[src/rtl/freq_monitor_pkg.sv]
// Shared types and helpers for the pixel frequency monitor.
// Latency: n/a (types, constants and elaboration-time functions only).
// Backpressure: n/a.
package freq_monitor_pkg;

    // Measurement controller states
    typedef enum logic [1:0] {
        ST_IDLE = 2'd0,
        ST_RUN  = 2'd1,
        ST_DUMP = 2'd2,
        ST_DONE = 2'd3
    } state_t;

    // Operation code axi_slave_impl associates with each reg_number/reg_data beat
    localparam int REG_WRITE_OPERATION = 2;

    // Period counter and hit counter widths
    localparam int PERIOD_WIDTH = 32;
    localparam int HIT_WIDTH    = 32;

    // Shortest accepted period (clocks) for a window centred on f_hz
    function automatic logic [31:0] period_min(input logic [31:0] clk_hz,
                                               input logic [31:0] f_hz,
                                               input logic [31:0] dev_hz);
        return clk_hz / (f_hz + dev_hz);
    endfunction

    // Longest accepted period (clocks) for a window centred on f_hz
    function automatic logic [31:0] period_max(input logic [31:0] clk_hz,
                                               input logic [31:0] f_hz,
                                               input logic [31:0] dev_hz);
        return clk_hz / (f_hz - dev_hz);
    endfunction

endpackage

[src/rtl/freq_channel_meter.sv]
// One monitored pixel: latches its thresholded bit, times rising edges, counts periods in two windows.
// Latency: sample visible 1 clock after latch, edge scored 1 clock later; hit counters update on that edge.
// Backpressure: none; all activity gated by run, restart zeroes counters and disarms.
module freq_channel_meter
    import freq_monitor_pkg::*;
#(
    parameter int unsigned CLOCK_FREQUENCY = 100000000,
    parameter int unsigned F0              = 5000,
    parameter int unsigned F1              = 10000,
    parameter int unsigned DEV             = 20
) (
    input  logic                 clk,
    input  logic                 rst_n,
    input  logic                 run,
    input  logic                 restart,
    input  logic                 sample_en,
    input  logic                 sample_bit,
    output logic [HIT_WIDTH-1:0] hits0,
    output logic [HIT_WIDTH-1:0] hits1
);

    localparam logic [PERIOD_WIDTH-1:0] P0_MIN = period_min(CLOCK_FREQUENCY, F0, DEV);
    localparam logic [PERIOD_WIDTH-1:0] P0_MAX = period_max(CLOCK_FREQUENCY, F0, DEV);
    localparam logic [PERIOD_WIDTH-1:0] P1_MIN = period_min(CLOCK_FREQUENCY, F1, DEV);
    localparam logic [PERIOD_WIDTH-1:0] P1_MAX = period_max(CLOCK_FREQUENCY, F1, DEV);

    logic                    sample;
    logic                    sample_prev;
    logic                    armed;
    logic [PERIOD_WIDTH-1:0] period;
    logic                    rise;
    logic                    period_sat;
    logic                    in_win0;
    logic                    in_win1;

    assign rise       = run && sample && !sample_prev;
    assign period_sat = &period;
    // A saturated period means "too long to know", so it never scores
    assign in_win0    = !period_sat && (period >= P0_MIN) && (period <= P0_MAX);
    assign in_win1    = !period_sat && (period >= P1_MIN) && (period <= P1_MAX);

    // Latch the pixel bit when its index goes by; keep the previous value for edge detection
    always_ff @(posedge clk or negedge rst_n) begin
        if (!rst_n) begin
            sample      <= 1'b0;
            sample_prev <= 1'b0;
        end else if (run) begin
            if (sample_en) begin
                sample <= sample_bit;
            end
            sample_prev <= sample;
        end
    end

    // Period timer: edge cycle counts as 1, saturates; first edge after restart only arms
    always_ff @(posedge clk or negedge rst_n) begin
        if (!rst_n) begin
            period <= '0;
            armed  <= 1'b0;
        end else if (restart) begin
            period <= '0;
            armed  <= 1'b0;
        end else if (run) begin
            if (rise) begin
                period <= {{(PERIOD_WIDTH-1){1'b0}}, 1'b1};
                armed  <= 1'b1;
            end else if (!period_sat) begin
                period <= period + 1'b1;
            end
        end
    end

    // Saturating hit counters, both may step on the same edge when windows overlap
    always_ff @(posedge clk or negedge rst_n) begin
        if (!rst_n) begin
            hits0 <= '0;
            hits1 <= '0;
        end else if (restart) begin
            hits0 <= '0;
            hits1 <= '0;
        end else if (rise && armed) begin
            if (in_win0 && !(&hits0)) begin
                hits0 <= hits0 + 1'b1;
            end
            if (in_win1 && !(&hits1)) begin
                hits1 <= hits1 + 1'b1;
            end
        end
    end

endmodule

[src/rtl/pixel_frequency_monitor.sv]
// N-channel pixel frequency monitor; dumps hit counters as numbered register writes then raises irq.
// Latency: first register 1 clock after entering DUMP; irq 1 clock after the last accepted register.
// Backpressure: reg_number/reg_data held while reg_valid && !reg_ready. FREQ_MONITOR_TIMESTAMP_EN adds a RUN-clock register.
module pixel_frequency_monitor
    import freq_monitor_pkg::*;
#(
    parameter int                              CHANNELS            = 3,
    parameter int                              DATA_WIDTH          = 8,
    parameter int                              THRESHOLD           = 192,
    parameter int                              PIX_CNT_WIDTH       = 16,
    parameter logic [CHANNELS*PIX_CNT_WIDTH-1:0] PIXEL_INDICES     = {16'd1023, 16'd511, 16'd63},
    parameter logic [CHANNELS*32-1:0]          FREQ0_LIST          = {32'd25000, 32'd15000, 32'd5000},
    parameter logic [CHANNELS*32-1:0]          FREQ1_LIST          = {32'd30000, 32'd20000, 32'd10000},
    parameter int unsigned                     FREQUENCY_DEVIATION = 20,
    parameter int unsigned                     CLOCK_FREQUENCY     = 100000000
) (
    input  logic                  s00_axi_aclk,
    input  logic                  s00_axi_aresetn,
    input  logic [DATA_WIDTH-1:0] data,
    input  logic                  pixel_valid,
    input  logic                  frame_start,
    input  logic                  start,
    input  logic                  stop,
    input  logic                  clear,
    output logic                  reg_valid,
    input  logic                  reg_ready,
    output logic [7:0]            reg_number,
    output logic [31:0]           reg_data,
    output logic                  busy,
    output logic                  irq
);

    localparam logic [DATA_WIDTH-1:0] THRESH = DATA_WIDTH'(THRESHOLD);
`ifdef FREQ_MONITOR_TIMESTAMP_EN
    localparam logic [7:0] LAST_REG = 8'(2*CHANNELS + 1);
`else
    localparam logic [7:0] LAST_REG = 8'(2*CHANNELS);
`endif

    state_t                   state;
    state_t                   state_next;
    logic                     start_go;
    logic                     restart;
    logic                     run;
    logic                     sample_bit;
    logic [PIX_CNT_WIDTH-1:0] pix_cnt;
    logic [PIX_CNT_WIDTH-1:0] pix_idx_next;
    logic [HIT_WIDTH-1:0]     hits0 [CHANNELS];
    logic [HIT_WIDTH-1:0]     hits1 [CHANNELS];
    logic [7:0]               dump_num;
    logic [31:0]              dump_data;

    assign run          = (state == ST_RUN);
    assign restart      = clear || start_go;
    assign busy         = (state == ST_RUN) || (state == ST_DUMP);
    assign irq          = (state == ST_DONE);
    assign sample_bit   = (data >= THRESH);
    assign pix_idx_next = frame_start ? '0 : pix_cnt + 1'b1;

    // Pixel index within the frame; the current pixel's index is pix_idx_next
    always_ff @(posedge s00_axi_aclk or negedge s00_axi_aresetn) begin
        if (!s00_axi_aresetn) begin
            pix_cnt <= '0;
        end else if (pixel_valid) begin
            pix_cnt <= pix_idx_next;
        end
    end

    for (genvar c = 0; c < CHANNELS; c++) begin : g_ch
        freq_channel_meter #(
            .CLOCK_FREQUENCY (CLOCK_FREQUENCY),
            .F0              (FREQ0_LIST[c*32 +: 32]),
            .F1              (FREQ1_LIST[c*32 +: 32]),
            .DEV             (FREQUENCY_DEVIATION)
        ) u_meter (
            .clk        (s00_axi_aclk),
            .rst_n      (s00_axi_aresetn),
            .run        (run),
            .restart    (restart),
            .sample_en  (pixel_valid && (pix_idx_next == PIXEL_INDICES[c*PIX_CNT_WIDTH +: PIX_CNT_WIDTH])),
            .sample_bit (sample_bit),
            .hits0      (hits0[c]),
            .hits1      (hits1[c])
        );
    end

`ifdef FREQ_MONITOR_TIMESTAMP_EN
    logic [31:0] run_cnt;

    // Clocks spent in RUN, saturating
    always_ff @(posedge s00_axi_aclk or negedge s00_axi_aresetn) begin
        if (!s00_axi_aresetn) begin
            run_cnt <= '0;
        end else if (restart) begin
            run_cnt <= '0;
        end else if (run && !(&run_cnt)) begin
            run_cnt <= run_cnt + 1'b1;
        end
    end
`endif

    // State register
    always_ff @(posedge s00_axi_aclk or negedge s00_axi_aresetn) begin
        if (!s00_axi_aresetn) begin
            state <= ST_IDLE;
        end else begin
            state <= state_next;
        end
    end

    // Next state: clear dominates, start only honoured from IDLE/DONE, stop only from RUN
    always_comb begin
        state_next = state;
        start_go   = 1'b0;
        if (clear) begin
            state_next = ST_IDLE;
        end else begin
            case (state)
                ST_IDLE, ST_DONE: begin
                    if (start) begin
                        state_next = ST_RUN;
                        start_go   = 1'b1;
                    end
                end
                ST_RUN: begin
                    if (stop) begin
                        state_next = ST_DUMP;
                    end
                end
                ST_DUMP: begin
                    if (reg_valid && reg_ready && (reg_number == LAST_REG)) begin
                        state_next = ST_DONE;
                    end
                end
                default: state_next = ST_IDLE;
            endcase
        end
    end

    // Register that would be presented next: odd numbers are F0 hits, even are F1 hits
    always_comb begin
        dump_num  = reg_valid ? (reg_number + 8'd1) : 8'd1;
        dump_data = '0;
        for (int c = 0; c < CHANNELS; c++) begin
            if (dump_num == 8'(2*c + 1)) begin
                dump_data = hits0[c];
            end
            if (dump_num == 8'(2*c + 2)) begin
                dump_data = hits1[c];
            end
        end
`ifdef FREQ_MONITOR_TIMESTAMP_EN
        if (dump_num == 8'(2*CHANNELS + 1)) begin
            dump_data = run_cnt;
        end
`endif
    end

    // Dump output stage: load first register on DUMP entry, advance on each accepted transfer
    always_ff @(posedge s00_axi_aclk or negedge s00_axi_aresetn) begin
        if (!s00_axi_aresetn) begin
            reg_valid  <= 1'b0;
            reg_number <= '0;
            reg_data   <= '0;
        end else if (clear) begin
            reg_valid  <= 1'b0;
            reg_number <= '0;
            reg_data   <= '0;
        end else if (state == ST_DUMP) begin
            if (!reg_valid) begin
                reg_valid  <= 1'b1;
                reg_number <= dump_num;
                reg_data   <= dump_data;
            end else if (reg_ready) begin
                if (reg_number == LAST_REG) begin
                    reg_valid <= 1'b0;
                end else begin
                    reg_number <= dump_num;
                    reg_data   <= dump_data;
                end
            end
        end
    end

endmodule

[config.mk]
export PLATFORM = sky130hd
export DESIGN_NAME = pixel_frequency_monitor
export DESIGN_NICKNAME = d
export VERILOG_FILES = /design/src/rtl/freq_monitor_pkg.sv /design/src/rtl/freq_channel_meter.sv /design/src/rtl/pixel_frequency_monitor.sv
export SDC_FILE = /design/constraint.sdc
export NUM_CORES = 1
export LEC_CHECK = 0
export CAP_MARGIN = 30
export CELL_PAD_IN_SITES_DETAIL_PLACEMENT = 0
export CELL_PAD_IN_SITES_GLOBAL_PLACEMENT = 1
export CORE_ASPECT_RATIO = 1.2
export CORE_MARGIN = 1.5
export CORE_UTILIZATION = 29
export CTS_CLUSTER_SIZE = 16
export DETAILED_ROUTE_END_ITERATION = 8
export HOLD_SLACK_MARGIN = 0.08
export PLACE_DENSITY_LB_ADDON = 0.1
export SLEW_MARGIN = 20
export SYNTH_ARGS = -nofsm -noshare
export SYNTH_HDL_FRONTEND = slang
export SYNTH_SLANG_ARGS = --single-unit
export TNS_END_PERCENT = 100
[constraint.sdc]
create_clock -name s00_axi_aclk -period 3.08 [get_ports s00_axi_aclk]
set_clock_uncertainty 0.2 [all_clocks]
set_input_delay 0.462 -clock s00_axi_aclk [delete_from_list [all_inputs] [get_ports s00_axi_aclk]]
set_output_delay 0.462 -clock s00_axi_aclk [all_outputs]
set_load 0.005 [all_outputs]
==> flow_summary.toml <==
[timing]
worst_slew_pin_slew_ns = 0.736
whs_ns = 0.109
relSlewSlack = 0.509
setup_violations = 0
post-route-period-util = 0.945
worst_slack_ns = 0.170
period_needed_ns = 2.91
hold_violations = 0
rsz0062_at_grt = "false"
drv_slew = 0
max_freq_mhz = 344

[power]
internal_power_uw = 8470
max-vdd-ir-drop_v = 0.000327
power_leakage_uw = 0.00954
p_comb_frac = 0.157
finalPower_uw = 12100
swShare = 0.302
p_clk_frac = 0.443
p_seq_frac = 0.400
switchingPower_uw = 3660
power.density_mw_per_mm2 = 473

[placement]
post-place-cells = 3465
gp_congestion = 0.821
hpwlAfterDp_um = 53100
pre_cts_ws_ns = -0.0108
io_buffers = 52

[clock_network]
clk_pin_slew_worst_paths_ns = 0.06
cts.path.max_buffers = 3
htreeDepth = 2
root_buffer = "clkbuf_16"
numCtsBuffers = 46
cts_tree = "built"
cts_sinks = 356
clk_latency_ns = 0.59

[synth]
synthArstFlopShare = 1.00
ys_seq_elements = 356
post-synth-top-count-cell = "dfrtp_1"
synth_top_area_share = 0.415
yosysSeqAreaShare = 0.415
synthFlopType = "dfrtp_1"
synth_largest_area_cell = "dfrtp_1"
ys_types = 84
synth_cells = 2448
synth_area_mm2 = 0.0215
synth_nets = 2483
synth-edff-count = 0
yosysWarnings = 0
synth.area.top_cells = "dfrtp_1 41%, a21oi_1 4.7%, nand3_1 3.6%"
avgSynthCellArea_um2 = 8.78
synthTopCellsByCount = "356 x dfrtp_1, 202 x a21oi_1, 178 x nand2_1"

[critical_path]
rr_worst_depth = 10
cp_max_fo = 17
rr_startpoint = "state[1]"
cp.required_ns = 3.38
end_kind = "flop"
critical_path_class = "flop to flop"
worstPathArrival_ns = 3.21
r2r-end = "g_ch[0].u_meter.hits1[10]"
startpoint_type = "flop"
ff2ff_setup_slack_ns = 0.17

[outcome]
status = "finished clean"

[drt]
wl_per_cell_um = 20.7
drtIter0Drc = 1226
totalWireLength_um = 73700
ant_nets = 0
drc = 0
vias_per_cell = 5.61
vias = 19900
dr.pass1.iters = 5

[finish]
nets = 2608
multiInputGateArea_mm2 = 0.0118
seq_area_mm2 = 0.00891
fin_util = 0.349
n_antenna_cell = 0
area_growth_pct = 19.4
nFillCells = 7604
drive_gt1_frac = 0.125
instances_no_fill = 3552

[flow_run]
maxCapViolations = 0

[grt]
grt_overflow_total = 0
track_usage = 0.193
grt_antenna_before_repair = 0
grt_pass1_wl_um = 116000
grt_pass1_vias = 19300
grt_max_degree = 84

[floorplan]
die_h_um = 301
die_w_um = 251
initial_core_util = 0.292
dieArea_mm2 = 0.0757
ios = 59
core-area_mm2 = 0.0735
fp-row-count = 109

[min_path]
hold_class = "input port to async pin"
## repair_timing
item / CTS / global route
endpoints found under the hold margin: 356 / 0
cloned: 0 / 0
endpoints found under the setup margin: 2 / 36
buffers inserted: 1 / 1
gates resized for setup: 0 / 7
pin swaps: 0 / 2
hold buffers: 1 / 0
## state kept, by name, indices dropped and copies added, names as in the netlist, 2 cells and up
| register | flops |
|---|---|
| g_ch.u_meter.hits0 | 96 |
| g_ch.u_meter.hits1 | 96 |
| g_ch.u_meter.period | 96 |
| reg_data | 32 |
| pix_cnt | 16 |
| reg_number | 8 |
| g_ch.u_meter.armed | 3 |
| g_ch.u_meter.sample | 3 |
| g_ch.u_meter.sample_prev | 3 |
| state | 2 |
## critical path: stages, from the launching register on
cell and delay, ns:
dfrtp_1 0.38, inv_1 0.09, ha_4 0.19, and3b_1 0.20, nand4_1 0.11, or3_1 0.44, a2111o_1 0.40, buf_4 0.19
buf_4 0.15, or3_1 0.30, a21oi_1 0.15
## power groups by stage
stage               clock network (uW)  registers [uW]  logic (uW)
floorplan                            0            4910        1060
global placement                     0            4930        1900
detailed placement                   0            4940        1930
CTS                               5580            4850        1940
global route                      5750            4860        2090
finish                            5370            4850        1900
## cell families (layout without fill, tap and decap cells)
logic type               after synthesis  in the layout  synth area share
XOR/XNOR                              91             91            0.0371
adder cells (fa/ha/maj)               19             19            0.0111
flip-flops                           356            356             0.415
AO/OA/AOI/OAI                        652            652             0.194
AND/OR/NAND/NOR                     1060           1060             0.273
multiplexers                          59             59            0.0299
buffers and inverters                211            372            0.0398
## how the worst max path moves through the flow
stage | startpoint | slack, ns | endpoint
2_1_floorplan | g_ch[2].u_meter.period[25] | 0.38 | g_ch[2].u_meter.hits0[30]
3_3_place_gp | state[1] | -0.03 | g_ch[0].u_meter.hits0[29]
3_5_place_dp | g_ch[2].u_meter.period[7] | -0.01 | g_ch[2].u_meter.period[25]
4_1_cts | state[1] | -0.003 | g_ch[0].u_meter.hits0[27]
5_1_grt | g_ch[2].u_meter.period[25] | 0.01 | g_ch[2].u_meter.hits0[22]
6_report | state[1] | 0.17 | g_ch[0].u_meter.hits1[10]
## area by class of cell
class / instances / area share
Multi-Input combinational cell: 1881 / 0.461
Sequential cell: 356 / 0.347
Timing Repair Buffer: 232 / 0.0805
Clock buffer: 79 / 0.0556
Tap cell: 943 / 0.0460
Inverter: 56 / 0.00820
Clock inverter: 5 / 0.00171
## per-stage QoR
step                       TNS, ns  cell area (um2)
final                            0            25600
after global routing             0            25600
after CTS                 -0.00305            25600
after detailed placement   -0.0108            24100
after global placement     -0.0851            24100
after floorplan                  0            21500
## placed cells by master (no fill, tap or decap), drive strengths merged, types with 33 or more instances in the layout
master         instances
dfrtp                356
a21oi                204
buf                  180
nand2                179
nor2                 163
nand3                155
o21ai                154
or3                  118
nand4                110
clkbuf                79
or4                   76
a22oi                 63
xor2                  59
inv                   57
o31ai                 53
clkdlybuf4s50         51
nor4                  51
nor3                  49
and3                  46
mux2                  42
a22o                  33
## layer usage
metal  global-route usage  wire length, um
met1                0.256            33800
met2                0.334            36300
met3               0.0205             1990
met4               0.0458             1560
met5                    0                0
Note: power is estimated with default switching activity, not from simulation.
